[src/rtl/mc_ctrl_fsm_pkg.sv]
// Shared opcodes, state codes, datapath select encodings and the control bundle
// for the multicycle MIPS controller.
package mc_ctrl_fsm_pkg;

    localparam int unsigned STATE_W  = 4;
    localparam int unsigned OPCODE_W = 6;
    localparam int unsigned ALUOP_W  = 4;
    localparam int unsigned SRCB_W   = 2;
    localparam int unsigned NXTPC_W  = 2;

    // Instruction opcodes (IR[31:26])
    localparam logic [OPCODE_W-1:0] OP_RR    = 6'b00_0000;
    localparam logic [OPCODE_W-1:0] OP_J     = 6'b00_0010;
    localparam logic [OPCODE_W-1:0] OP_BEQ   = 6'b00_0100;
    localparam logic [OPCODE_W-1:0] OP_BNE   = 6'b00_0101;
    localparam logic [OPCODE_W-1:0] OP_ADDI  = 6'b00_1000;
    localparam logic [OPCODE_W-1:0] OP_ADDIU = 6'b00_1001;
    localparam logic [OPCODE_W-1:0] OP_ANDI  = 6'b00_1100;
    localparam logic [OPCODE_W-1:0] OP_ORI   = 6'b00_1101;
    localparam logic [OPCODE_W-1:0] OP_XORI  = 6'b00_1110;
    localparam logic [OPCODE_W-1:0] OP_LW    = 6'b10_0011;
    localparam logic [OPCODE_W-1:0] OP_SW    = 6'b10_1011;

    // Controller states (state_type)
    typedef logic [STATE_W-1:0] state_type;
    localparam logic [3:0] S_FETCH    = 4'd0;
    localparam logic [3:0] S_DECODE   = 4'd1;
    localparam logic [3:0] S_MEMADDR  = 4'd2;
    localparam logic [3:0] S_MEMRD    = 4'd3;
    localparam logic [3:0] S_MEMWRBCK = 4'd4;
    localparam logic [3:0] S_MEMWR    = 4'd5;
    localparam logic [3:0] S_RREXEC   = 4'd6;
    localparam logic [3:0] S_RRWRBCK  = 4'd7;
    localparam logic [3:0] S_BEQ      = 4'd8;
    localparam logic [3:0] S_JMP      = 4'd9;
    localparam logic [3:0] S_RIEXEC   = 4'd10;
    localparam logic [3:0] S_RIWRBCK  = 4'd11;

    // Memory address select
    typedef logic mem_addr_sel_t;
    localparam mem_addr_sel_t ADDR_PC     = 1'b0;
    localparam mem_addr_sel_t ADDR_ALUOUT = 1'b1;

    // ALU source A select
    typedef logic alu_srca_sel_t;
    localparam alu_srca_sel_t SRCA_PC = 1'b0;
    localparam alu_srca_sel_t SRCA_RS = 1'b1;

    // ALU source B select
    typedef logic [SRCB_W-1:0] alu_srcb_sel_t;
    localparam alu_srcb_sel_t SRCB_RT     = 2'd0;
    localparam alu_srcb_sel_t SRCB_FOUR   = 2'd1;
    localparam alu_srcb_sel_t SRCB_IMM    = 2'd2;
    localparam alu_srcb_sel_t SRCB_BEQIMM = 2'd3;

    // ALU operation; ALUOP_RR tells the ALU to decode the funct field
    typedef logic [ALUOP_W-1:0] alu_op_t;
    localparam alu_op_t ALUOP_ADD  = 4'd0;
    localparam alu_op_t ALUOP_ADDU = 4'd1;
    localparam alu_op_t ALUOP_SUB  = 4'd2;
    localparam alu_op_t ALUOP_AND  = 4'd4;
    localparam alu_op_t ALUOP_OR   = 4'd5;
    localparam alu_op_t ALUOP_XOR  = 4'd6;
    localparam alu_op_t ALUOP_RR   = 4'd15;

    // Register-file write destination
    typedef logic wreg_dst_sel_t;
    localparam wreg_dst_sel_t WR_RT = 1'b0;
    localparam wreg_dst_sel_t WR_RD = 1'b1;

    // Register-file write data
    typedef logic wrbck_data_sel_t;
    localparam wrbck_data_sel_t WB_ALUOUT  = 1'b0;
    localparam wrbck_data_sel_t WB_MEMDATA = 1'b1;

    // Next PC select
    typedef logic [NXTPC_W-1:0] nxt_pc_sel_t;
    localparam nxt_pc_sel_t NXT_PC4    = 2'd0;
    localparam nxt_pc_sel_t NXT_BRANCH = 2'd1;
    localparam nxt_pc_sel_t NXT_JMP    = 2'd2;

    // Every datapath select and strobe driven by the controller
    typedef struct packed {
        logic            mem_rd;
        logic            mem_wr;
        mem_addr_sel_t   mem_addr_sel;
        logic            ir_write;
        alu_srca_sel_t   alu_srca_sel;
        alu_srcb_sel_t   alu_srcb_sel;
        alu_op_t         alu_op;
        logic            imm_zext;
        logic            reg_write;
        wreg_dst_sel_t   wreg_dst_sel;
        wrbck_data_sel_t wrbck_data_sel;
        logic            pc_write;
        nxt_pc_sel_t     nxt_pc_sel;
    } ctrl_sig_t;

    // All strobes off, all selects at encoding 0
    function automatic ctrl_sig_t ctrl_idle();
        ctrl_sig_t c;
        c = '0;
        return c;
    endfunction

    // States that talk to memory and may stall on mem_ready
    function automatic logic is_mem_state(input state_type s);
        return (s == S_FETCH) || (s == S_MEMRD) || (s == S_MEMWR);
    endfunction

endpackage

[src/rtl/mc_ctrl_fsm_ri_alu_dec.sv]
// Register-immediate decoder: opcode to ALU op, immediate extension and legality.
module mc_ctrl_fsm_ri_alu_dec
    import mc_ctrl_fsm_pkg::*;
(
    input  logic [OPCODE_W-1:0] opcode,
    output alu_op_t             alu_op,
    output logic                imm_zext,
    output logic                legal
);

    // Logical immediates are zero-extended, arithmetic ones sign-extended
    always_comb begin
        alu_op   = ALUOP_ADD;
        imm_zext = 1'b0;
        legal    = 1'b1;
        case (opcode)
            OP_ADDI:  alu_op = ALUOP_ADD;
            OP_ADDIU: alu_op = ALUOP_ADDU;
            OP_ANDI: begin
                alu_op   = ALUOP_AND;
                imm_zext = 1'b1;
            end
            OP_ORI: begin
                alu_op   = ALUOP_OR;
                imm_zext = 1'b1;
            end
            OP_XORI: begin
                alu_op   = ALUOP_XOR;
                imm_zext = 1'b1;
            end
            default:  legal = 1'b0;
        endcase
    end

endmodule

[src/rtl/mc_ctrl_fsm.sv]
// Multicycle MIPS control unit with memory wait states, bus timeout,
// BNE and zero-extended logical immediates.
module mc_ctrl_fsm
    import mc_ctrl_fsm_pkg::*;
#(
    parameter bit          MEM_HANDSHAKE = 1'b1,
    parameter int unsigned TIMEOUT       = 16,
    parameter int unsigned WAIT_W        = 5,
    parameter bit          EN_BNE        = 1'b1
) (
    input  logic                clk,
    input  logic                reset,
    input  logic [OPCODE_W-1:0] opcode,
    input  logic                zero,
    input  logic                mem_ready,
    output logic                mem_rd,
    output logic                mem_wr,
    output logic                mem_addr_sel,
    output logic                ir_write,
    output logic                alu_srca_sel,
    output logic [SRCB_W-1:0]   alu_srcb_sel,
    output logic [ALUOP_W-1:0]  alu_op,
    output logic                imm_zext,
    output logic                reg_write,
    output logic                wreg_dst_sel,
    output logic                wrbck_data_sel,
    output logic                pc_write,
    output logic [NXTPC_W-1:0]  nxt_pc_sel,
    output logic                illegal_op,
    output logic                bus_err,
    output logic [STATE_W-1:0]  state
);

    state_type         state_q, state_d;
    logic [WAIT_W-1:0] wait_q, wait_d;
    ctrl_sig_t         ctrl;
    logic              illegal_c;
    logic              bus_err_c;
    logic              mem_ok;
    logic              timeout_hit;
    logic              is_bne;
    alu_op_t           ri_alu_op;
    logic              ri_zext;
    logic              ri_legal;

    mc_ctrl_fsm_ri_alu_dec u_ri_alu_dec (
        .opcode   (opcode),
        .alu_op   (ri_alu_op),
        .imm_zext (ri_zext),
        .legal    (ri_legal)
    );

    // Without the handshake every memory access completes in one cycle
    assign mem_ok      = MEM_HANDSHAKE ? mem_ready : 1'b1;
    assign timeout_hit = (wait_q == WAIT_W'(TIMEOUT - 1));
    assign is_bne      = EN_BNE && (opcode == OP_BNE);

    // State and wait-counter registers
    always_ff @(posedge clk or posedge reset) begin
        if (reset) begin
            state_q <= S_FETCH;
            wait_q  <= '0;
        end else begin
            state_q <= state_d;
            wait_q  <= wait_d;
        end
    end

    // Next state, wait counter and per-state control bundle
    always_comb begin
        ctrl      = ctrl_idle();
        state_d   = state_q;
        wait_d    = '0;
        illegal_c = 1'b0;
        bus_err_c = 1'b0;

        case (state_q)
            S_FETCH: begin
                ctrl.mem_rd       = 1'b1;
                ctrl.mem_addr_sel = ADDR_PC;
                ctrl.alu_srca_sel = SRCA_PC;
                ctrl.alu_srcb_sel = SRCB_FOUR;
                ctrl.alu_op       = ALUOP_ADD;
                ctrl.nxt_pc_sel   = NXT_PC4;
                ctrl.ir_write     = mem_ok;
                ctrl.pc_write     = mem_ok;
                if (mem_ok) state_d = S_DECODE;
            end
            S_DECODE: begin
                ctrl.alu_srca_sel = SRCA_PC;
                ctrl.alu_srcb_sel = SRCB_BEQIMM;
                ctrl.alu_op       = ALUOP_ADD;
                case (opcode)
                    OP_LW, OP_SW: state_d = S_MEMADDR;
                    OP_RR:        state_d = S_RREXEC;
                    OP_BEQ:       state_d = S_BEQ;
                    OP_J:         state_d = S_JMP;
                    default: begin
                        if (is_bne) begin
                            state_d = S_BEQ;
                        end else if (ri_legal) begin
                            state_d = S_RIEXEC;
                        end else begin
                            illegal_c = 1'b1;
                            state_d   = S_FETCH;
                        end
                    end
                endcase
            end
            S_MEMADDR: begin
                ctrl.alu_srca_sel = SRCA_RS;
                ctrl.alu_srcb_sel = SRCB_IMM;
                ctrl.alu_op       = ALUOP_ADD;
                state_d = (opcode == OP_SW) ? S_MEMWR : S_MEMRD;
            end
            S_MEMRD: begin
                ctrl.mem_addr_sel = ADDR_ALUOUT;
                ctrl.mem_rd       = 1'b1;
                if (mem_ok) state_d = S_MEMWRBCK;
            end
            S_MEMWRBCK: begin
                ctrl.reg_write      = 1'b1;
                ctrl.wreg_dst_sel   = WR_RT;
                ctrl.wrbck_data_sel = WB_MEMDATA;
                state_d = S_FETCH;
            end
            S_MEMWR: begin
                ctrl.mem_addr_sel = ADDR_ALUOUT;
                ctrl.mem_wr       = 1'b1;
                if (mem_ok) state_d = S_FETCH;
            end
            S_RREXEC: begin
                ctrl.alu_srca_sel = SRCA_RS;
                ctrl.alu_srcb_sel = SRCB_RT;
                ctrl.alu_op       = ALUOP_RR;
                state_d = S_RRWRBCK;
            end
            S_RRWRBCK: begin
                ctrl.reg_write      = 1'b1;
                ctrl.wreg_dst_sel   = WR_RD;
                ctrl.wrbck_data_sel = WB_ALUOUT;
                state_d = S_FETCH;
            end
            S_BEQ: begin
                ctrl.alu_srca_sel = SRCA_RS;
                ctrl.alu_srcb_sel = SRCB_RT;
                ctrl.alu_op       = ALUOP_SUB;
                ctrl.nxt_pc_sel   = NXT_BRANCH;
                ctrl.pc_write     = is_bne ? ~zero : zero;
                state_d = S_FETCH;
            end
            S_JMP: begin
                ctrl.pc_write   = 1'b1;
                ctrl.nxt_pc_sel = NXT_JMP;
                state_d = S_FETCH;
            end
            S_RIEXEC: begin
                ctrl.alu_srca_sel = SRCA_RS;
                ctrl.alu_srcb_sel = SRCB_IMM;
                ctrl.alu_op       = ri_alu_op;
                ctrl.imm_zext     = ri_zext;
                state_d = S_RIWRBCK;
            end
            S_RIWRBCK: begin
                ctrl.reg_write      = 1'b1;
                ctrl.wreg_dst_sel   = WR_RT;
                ctrl.wrbck_data_sel = WB_ALUOUT;
                ctrl.imm_zext       = ri_zext;
                state_d = S_FETCH;
            end
            default: state_d = S_FETCH;
        endcase

        // Stalled memory state: count, or abort to a fresh fetch on timeout
        if (is_mem_state(state_q) && !mem_ok) begin
            if (timeout_hit) begin
                bus_err_c = 1'b1;
                state_d   = S_FETCH;
            end else begin
                wait_d = wait_q + WAIT_W'(1);
            end
        end
    end

    // Strobes are forced low while reset is held; selects pass through
    always_comb begin
        mem_rd         = ctrl.mem_rd    & ~reset;
        mem_wr         = ctrl.mem_wr    & ~reset;
        ir_write       = ctrl.ir_write  & ~reset;
        reg_write      = ctrl.reg_write & ~reset;
        pc_write       = ctrl.pc_write  & ~reset;
        illegal_op     = illegal_c      & ~reset;
        bus_err        = bus_err_c      & ~reset;
        mem_addr_sel   = ctrl.mem_addr_sel;
        alu_srca_sel   = ctrl.alu_srca_sel;
        alu_srcb_sel   = ctrl.alu_srcb_sel;
        alu_op         = ctrl.alu_op;
        imm_zext       = ctrl.imm_zext;
        wreg_dst_sel   = ctrl.wreg_dst_sel;
        wrbck_data_sel = ctrl.wrbck_data_sel;
        nxt_pc_sel     = ctrl.nxt_pc_sel;
        state          = state_q;
    end

endmodule
[config.mk]
export PLATFORM = sky130hd
export DESIGN_NAME = mc_ctrl_fsm
export DESIGN_NICKNAME = d
export VERILOG_FILES = /design/src/rtl/mc_ctrl_fsm_pkg.sv /design/src/rtl/mc_ctrl_fsm_ri_alu_dec.sv /design/src/rtl/mc_ctrl_fsm.sv
export SDC_FILE = /design/constraint.sdc
export NUM_CORES = 1
export LEC_CHECK = 0
export ABC_AREA = 1
export CAP_MARGIN = 10
export CORE_MARGIN = 1
export CORE_UTILIZATION = 38
export DETAILED_ROUTE_END_ITERATION = 7
export DONT_BUFFER_PORTS = 1
export PLACE_DENSITY = 0.62
export REMOVE_ABC_BUFFERS = 1
export SLEW_MARGIN = 30
export SYNTH_ARGS = -nofsm -noshare
export SYNTH_HDL_FRONTEND = slang
export SYNTH_HIERARCHICAL = 1
export SYNTH_SLANG_ARGS = --single-unit
export TNS_END_PERCENT = 100
[constraint.sdc]
create_clock -name clk -period 1.4 [get_ports clk]
set_input_delay 0.14 -clock clk [delete_from_list [all_inputs] [get_ports clk]]
set_output_delay 0.14 -clock clk [all_outputs]
set_load 0.01 [all_outputs]
Yosys cells after proc, flatten, opt, wreduce, memory -nomap -nowiden
Cells that the tools add are included.
{"block": "classes", "bitwise_logic": 9, "reduce_logical": 13, "addsub": 1, "eq_ne": 22, "mux": 30}
{"cell": "7-bit case mux with 6 select lines", "n": 1}
{"cell": "6-bit by 4-bit equality test with 1-bit output (second input constant)", "n": 5}
{"cell": "4-bit 2-to-1 mux", "n": 7}
{"cell": "4-bit case mux with 7 select lines", "n": 1}
{"cell": "3-bit case mux with 3 select lines", "n": 2}
{"cell": "4-bit by 3-bit equality test with 1-bit output (second input constant)", "n": 4}
{"cell": "4-bit equality test (second input constant)", "n": 4}
{"cell": "4-bit case mux with 4 select lines", "n": 1}
{"cell": "1-bit 2-to-1 mux", "n": 14}
{"cell": "6-bit by 3-bit equality test with 1-bit output (second input constant)", "n": 2}
{"cell": "6-bit equality test (second input constant)", "n": 2}
{"cell": "3-bit case mux with 4 select lines", "n": 1}
{"cell": "5-bit 2-to-1 mux", "n": 2}
{"cell": "5-bit OR reduction", "n": 2}
{"cell": "4-bit by 2-bit equality test with 1-bit output (second input constant)", "n": 2}
{"cell": "2-bit OR reduction", "n": 4}
{"cell": "1-bit AND", "n": 7}
{"cell": "6-bit by 2-bit equality test with 1-bit output (second input constant)", "n": 1}
{"cell": "6-bit logical NOT", "n": 1}
{"cell": "5-bit by 1-bit adder with 5-bit output (second input constant)", "n": 1}
{"cell": "5-bit by 4-bit equality test with 1-bit output (second input constant)", "n": 1}
{"cell": "4-bit by 1-bit equality test with 1-bit output (second input constant)", "n": 1}
{"cell": "4-bit logical NOT", "n": 1}
{"cell": "3-bit 2-to-1 mux", "n": 1}
{"cell": "other kinds (5)", "n": 7}
{"block": "word_totals", "input_bits": 10, "ff_bits": 9, "wordCells": 77, "output_inout_bits": 24}

Longest topological paths before layout
{"block": "logic_depth", "ltp_word": 9, "mapped_depth": 8, "ltp_nobuf": 8}

Hierarchy
Netlist, hierarchy kept.
{"mod": "mc_ctrl_fsm", "n_inst": 1, "seq_area_each_um2": 225.2, "cells_per_inst": 146, "area_per_inst_um2": 838.3}
{"mod": "mc_ctrl_fsm_ri_alu_dec", "n_inst": 1, "seq_area_each_um2": 0.0, "cells_per_inst": 16, "area_per_inst_um2": 71.3}

Worst setup path before layout
OpenSTA, ideal clock, no wires.
{"block": "synth_timing", "kind": "register to output", "start": "register state_q[1], in the netlist state[1]", "end": "output port pc_write", "required_ns": 1.260, "arrival_ns": 1.359, "path_buffers": 1, "path_stages_with_launch": 7, "setup_slack_ns": -0.099, "path_cell_list": "dfrtp_1 -> buf_4 -> nor2_1 -> inv_1 -> nor2_1 -> nand3_1 -> a21oi_1"}
{"block": "synth_via", "elab_chain_cells": 3, "word_cells_on_any_way": 5, "classes_between": "eq/ne: 2; mux: 1; bitwise: 1; reduce/logical: 1"}
{"element": "start, declared", "line_no": "mc_ctrl_fsm.sv:34", "rtl": "state_type state_q, state_d;"}
{"element": "start signal, assigned", "line_no": "mc_ctrl_fsm.sv:64", "rtl": "state_q <= state_d;"}
{"element": "4-bit equality test or 4-bit logical NOT (tied branches)", "line_no": "mc_ctrl_fsm.sv:77", "rtl": "case (state_q)"}
{"element": "3-bit case mux with 3 select lines *", "line_no": "mc_ctrl_fsm.sv:77"}
{"element": "1-bit AND *", "line_no": "mc_ctrl_fsm.sv:191", "rtl": "pc_write = ctrl.pc_write & ~reset;"}
{"element": "end, declared", "line_no": "mc_ctrl_fsm.sv:27", "rtl": "output logic pc_write,"}
Mark *: on every way between the ends. The rest lies on a longest branch, timed or not.

Worst setup path after layout
{"block": "layout_timing", "start": "register state_q[2], in the netlist state[2]", "end": "output port bus_err"}
{"block": "layout_via", "elab_chain_cells": 6, "word_cells_on_any_way": 8, "classes_between": "eq/ne: 2; mux: 1; bitwise: 1; reduce/logical: 4"}
{"element": "4-bit by 2-bit equality test with 1-bit output or 4-bit logical NOT (tied branches)", "line_no": "mc_ctrl_fsm_pkg.sv:108", "rtl": "return (s == S_FETCH) || (s == S_MEMRD) || (s == S_MEMWR);"}
{"element": "1-bit logical OR", "line_no": "mc_ctrl_fsm_pkg.sv:108"}
{"element": "1-bit logical OR *", "line_no": "mc_ctrl_fsm_pkg.sv:108"}
{"element": "1-bit logical AND *", "line_no": "mc_ctrl_fsm.sv:175", "rtl": "if (is_mem_state(state_q) && !mem_ok) begin"}
{"element": "1-bit 2-to-1 mux *", "line_no": "mc_ctrl_fsm.sv:175"}
{"element": "1-bit AND *", "line_no": "mc_ctrl_fsm.sv:193", "rtl": "bus_err = bus_err_c & ~reset;"}
{"element": "end, declared", "line_no": "mc_ctrl_fsm.sv:30", "rtl": "output logic bus_err,"}
Marked as above.

==> summary.md <==
| Metric | Value |
|---|---|
| Largest family of logic cells by synthesized area | `simple AND/OR/NAND/NOR gates` |
| Failing checks | `setup timing` |
| Fraction of layout cells with a size suffix above 1 | `a little over half` |
| Largest net degree at the start of global routing | `10` |
| # setup viols final | `20` |
| Async S/R FF share, synth | `100.0%` |
| Wire per inst | `between 15 and 20 um` |
| Multiplexer share of the synthesized area | `0%` |
| Post-synth top area share | `roughly a quarter` |
| Root buffer cell | `clkbuf_4` |
| Pins Over Slew Limit | `0` |
| Synth Register Bits | `9` |
| Tot Pwr | `around 2500 uW` |
| GRT Overall Usage | `between 20 and 25%` |
| Site row count | `17` |
| Grt total ovfl | `0` |
| Fin crit share | `113.7%` |
| Maximum vdd drop | `1.132 mV` |
| CTS HTree Levels | `1` |
| Top post-synthesis cells by area | `dfrtp_1 (25%), nand2_1 (17%), nor2_1 (14%), inv_1 (10%), nand3_1 (9.4%)` |
| CTS tree | `built` |
| DP HPWL | `2068 um` |
| # Max-Cap Violations | `0` |
| DRT Wirelength | `between 3000 and 4000 um` |
| Reg area | `roughly 230 sq um` |
| Mapped Cells | `around 160` |
| Lkg Pwr | `roughly 0.0008 uW` |
| Xor and xnor area share after synthesis | `0.9629%` |
| Netlist cell types | `21` |
| Initial Util | `about two fifths` |
| Max clock buf depth | `2` |
| Iter 0 DRT Violations | `32` |
| Kind of critical path | `flip-flop to primary output` |
| # DRC | `0` |
| Core area | `2233 sq um` |
| CP Max Fanout | `4` |
| Synthesis-to-finish area growth | `78.13%` |
| Design area | `1620 sq um` |
| Top-count cell post-synth | `nand2_1` |
| Routability cong. | `between 0.8 and 0.9` |
| Die H | `50.93 um` |
| Vias in the first global route | `roughly 1200` |
| First-pass GRT wire length | `~4700 um` |
| Skew final | `between 0.0015 and 0.002 ns` |
| Vias/cell | `roughly 5.4` |
| Yosys top cell by area | `dfrtp_1` |
| Setup ws final | `-0.1915 ns` |
| Synth Cell Area | `around 910 sq um` |
| Num CTS Buffers | `3` |
| Die Area | `between 2000 and 3000 sq um` |
| Final hold violations | `0` |
| Startpoint Class | `flip-flop` |
| Antenna-violating nets left | `0` |
| Post-synthesis compound-gate area fraction | `7.428%` |
| Initial DRT Pass Iterations | `4` |
| # clock sinks | `9` |
| Commonest cells post-synth | `nand2_1 (41), nor2_1 (33), inv_1 (25)` |
| Nets@finish | `roughly 220` |
| Top_reg_cell synth | `dfrtp_1` |
| Die X-Extent | `50.93 um` |
| Area of the multi-input gates | `approximately 860 sq um` |
| Fin crit period | `1.592 ns` |
| Antenna Cells | `0` |
| Post-Synth Adder-Cell Area | `around 1.4%` |
| Fmax achieved | `628.3 MHz` |
| Min-Delay Path Class | `input port to flip-flop` |
| Initial antenna violation count | `0` |
| Status | `complete, but fails checks` |
| CP arrival | `about 1.5 ns` |
| Crit. End Element | `primary output` |
| Dpl cell area | `1102 sq um` |
| Reg clk slew, reported paths | `0.06 ns` |
| Critical Path RT | `1.26 ns` |
| Pwr Density | `1521 nW/um^2` |
| Port Buffers | `0` |
| Vias | `approximately 1300` |
| Synthesis Warnings | `6` |
| Simple-Gate Fraction of Synth Area | `51.86%` |
| Clk_lat worst skew | `0.25 ns` |
| Post-synthesis average cell area | `between 5 and 6 sq um` |
| Post-synth EDFFs | `0` |
| Sequential share of the synthesized area | `around a quarter` |
| Fillcell total | `roughly 160` |
| I/O pin count | `34` |
| RSZ-0062 raised after global routing | `true` |
## area by class of cell
class                   instances  area share [%]
well taps                      28           2.162
repair buffers                 41           21.93
multi-input cells             123           52.90
inverters                      28           7.413
flip-flops and latches          9           13.98
clock buffers                   4           1.622
## power by group
| group | internal [uW] | total, uW | switching, uW |
|---|---|---|---|
| sequential | 321 | 387 | 66.4 |
| combinational | 836 | 1890 | 1050 |
| clock | 109 | 190 | 81.1 |
## flip-flops by register name, summed over array words and instances (netlist names)
register and count:
state 4, wait_q 5
## per-stage QoR
stage	util, %	setup slack (ns)	cells	hold slack (ns)	TNS, ns
after floorplan	-	-0.04048	160	-0.02389	-0.05155
after global placement	49.36	0.01885	211	0.04588	0
after detailed placement	49.36	0.02186	211	0.03871	0
after CTS	62.80	-0.1673	229	0.1437	-1.396
after global routing	72.55	-0.2756	233	0.1681	-3.517
final	72.55	-0.1915	233	0.1683	-2.051
## layout by cell type (no fill, tap or decap)
cell type and count:
o21ai_1 2, nand2_2 13, o211ai_1 1, clkbuf_4 3, ha_1 1, nand2_8 1
nand2_4 7, nor2_4 12, nor3_1 1, conb_1 1, a21oi_2 2, nand3_1 12
xor2_1 1, inv_2 6, inv_4 6, nor3_2 2, o21ai_0 1, nand3_4 4
a21oi_1 3, nor3_4 1, nor2_1 23, o21ai_2 1, nand2_1 22, dlygate4sd3_1 1
buf_6 12, clkbuf_1 1, nand3_2 2, a21oi_4 3, nand4_1 3, nor2_2 4
buf_4 28, inv_1 16, dfrtp_2 1, dfrtp_1 8
## kinds of logic (layout without fill, tap and decap cells)
family,count (synthesis),after routing
AO/OA/AOI/OAI,13,13
XOR/XNOR,1,1
adder cells (fa/ha/maj),1,1
buffers and inverters,30,73
flip-flops,9,9
other,1,1
AND/OR/NAND/NOR,107,107
## critical path, cell delays in order, from the launching register on
cell	delay [ns]
dfrtp_1	0.42
nor2_4	0.19
buf_4	0.15
nand2_2	0.11
nand3_4	0.13
nand3_4	0.08
nor2_4	0.11
## final timing paths
| path | slack, ns | cells past startpoint | endpoint | startpoint |
|---|---|---|---|---|
| worst min register to register | 0.56 | 2 | wait_q[4] | wait_q[4] |
| max in group asynchronous | 0.89 | 3 | state[1] | reset |
| worst min-delay path | 0.17 | 2 | state[3] | opcode[0] |
| min in group asynchronous | 0.37 | 3 | state[3] | reset |
| worst max-delay path | -0.19 | 6 | bus_err | state[2] |
| worst max register to register | -0.04 | 9 | state[1] | state[1] |
## layer usage
| layer | global-route usage (%) | wire length, um | up-vias |
|---|---|---|---|
| li1 | - | - | 587 |
| met1 | 26.75 | 1378 | 588 |
| met2 | 44.96 | 1818 | 59 |
| met3 | 4.464 | 169 | 26 |
| met4 | 10.65 | 225 | 0 |
| met5 | 0 | 0 | - |
## repair_timing
action / in CTS / in global routing
cloned: 0 / 0
hold buffers: 1 / 0
endpoints found under the hold margin: 9 / 0
resized for setup: 52 / 48
pin swaps: 16 / 14
buffers inserted: 13 / 4
setup endpoints to repair: 15 / 28
Power figures use the tool's default switching activity.
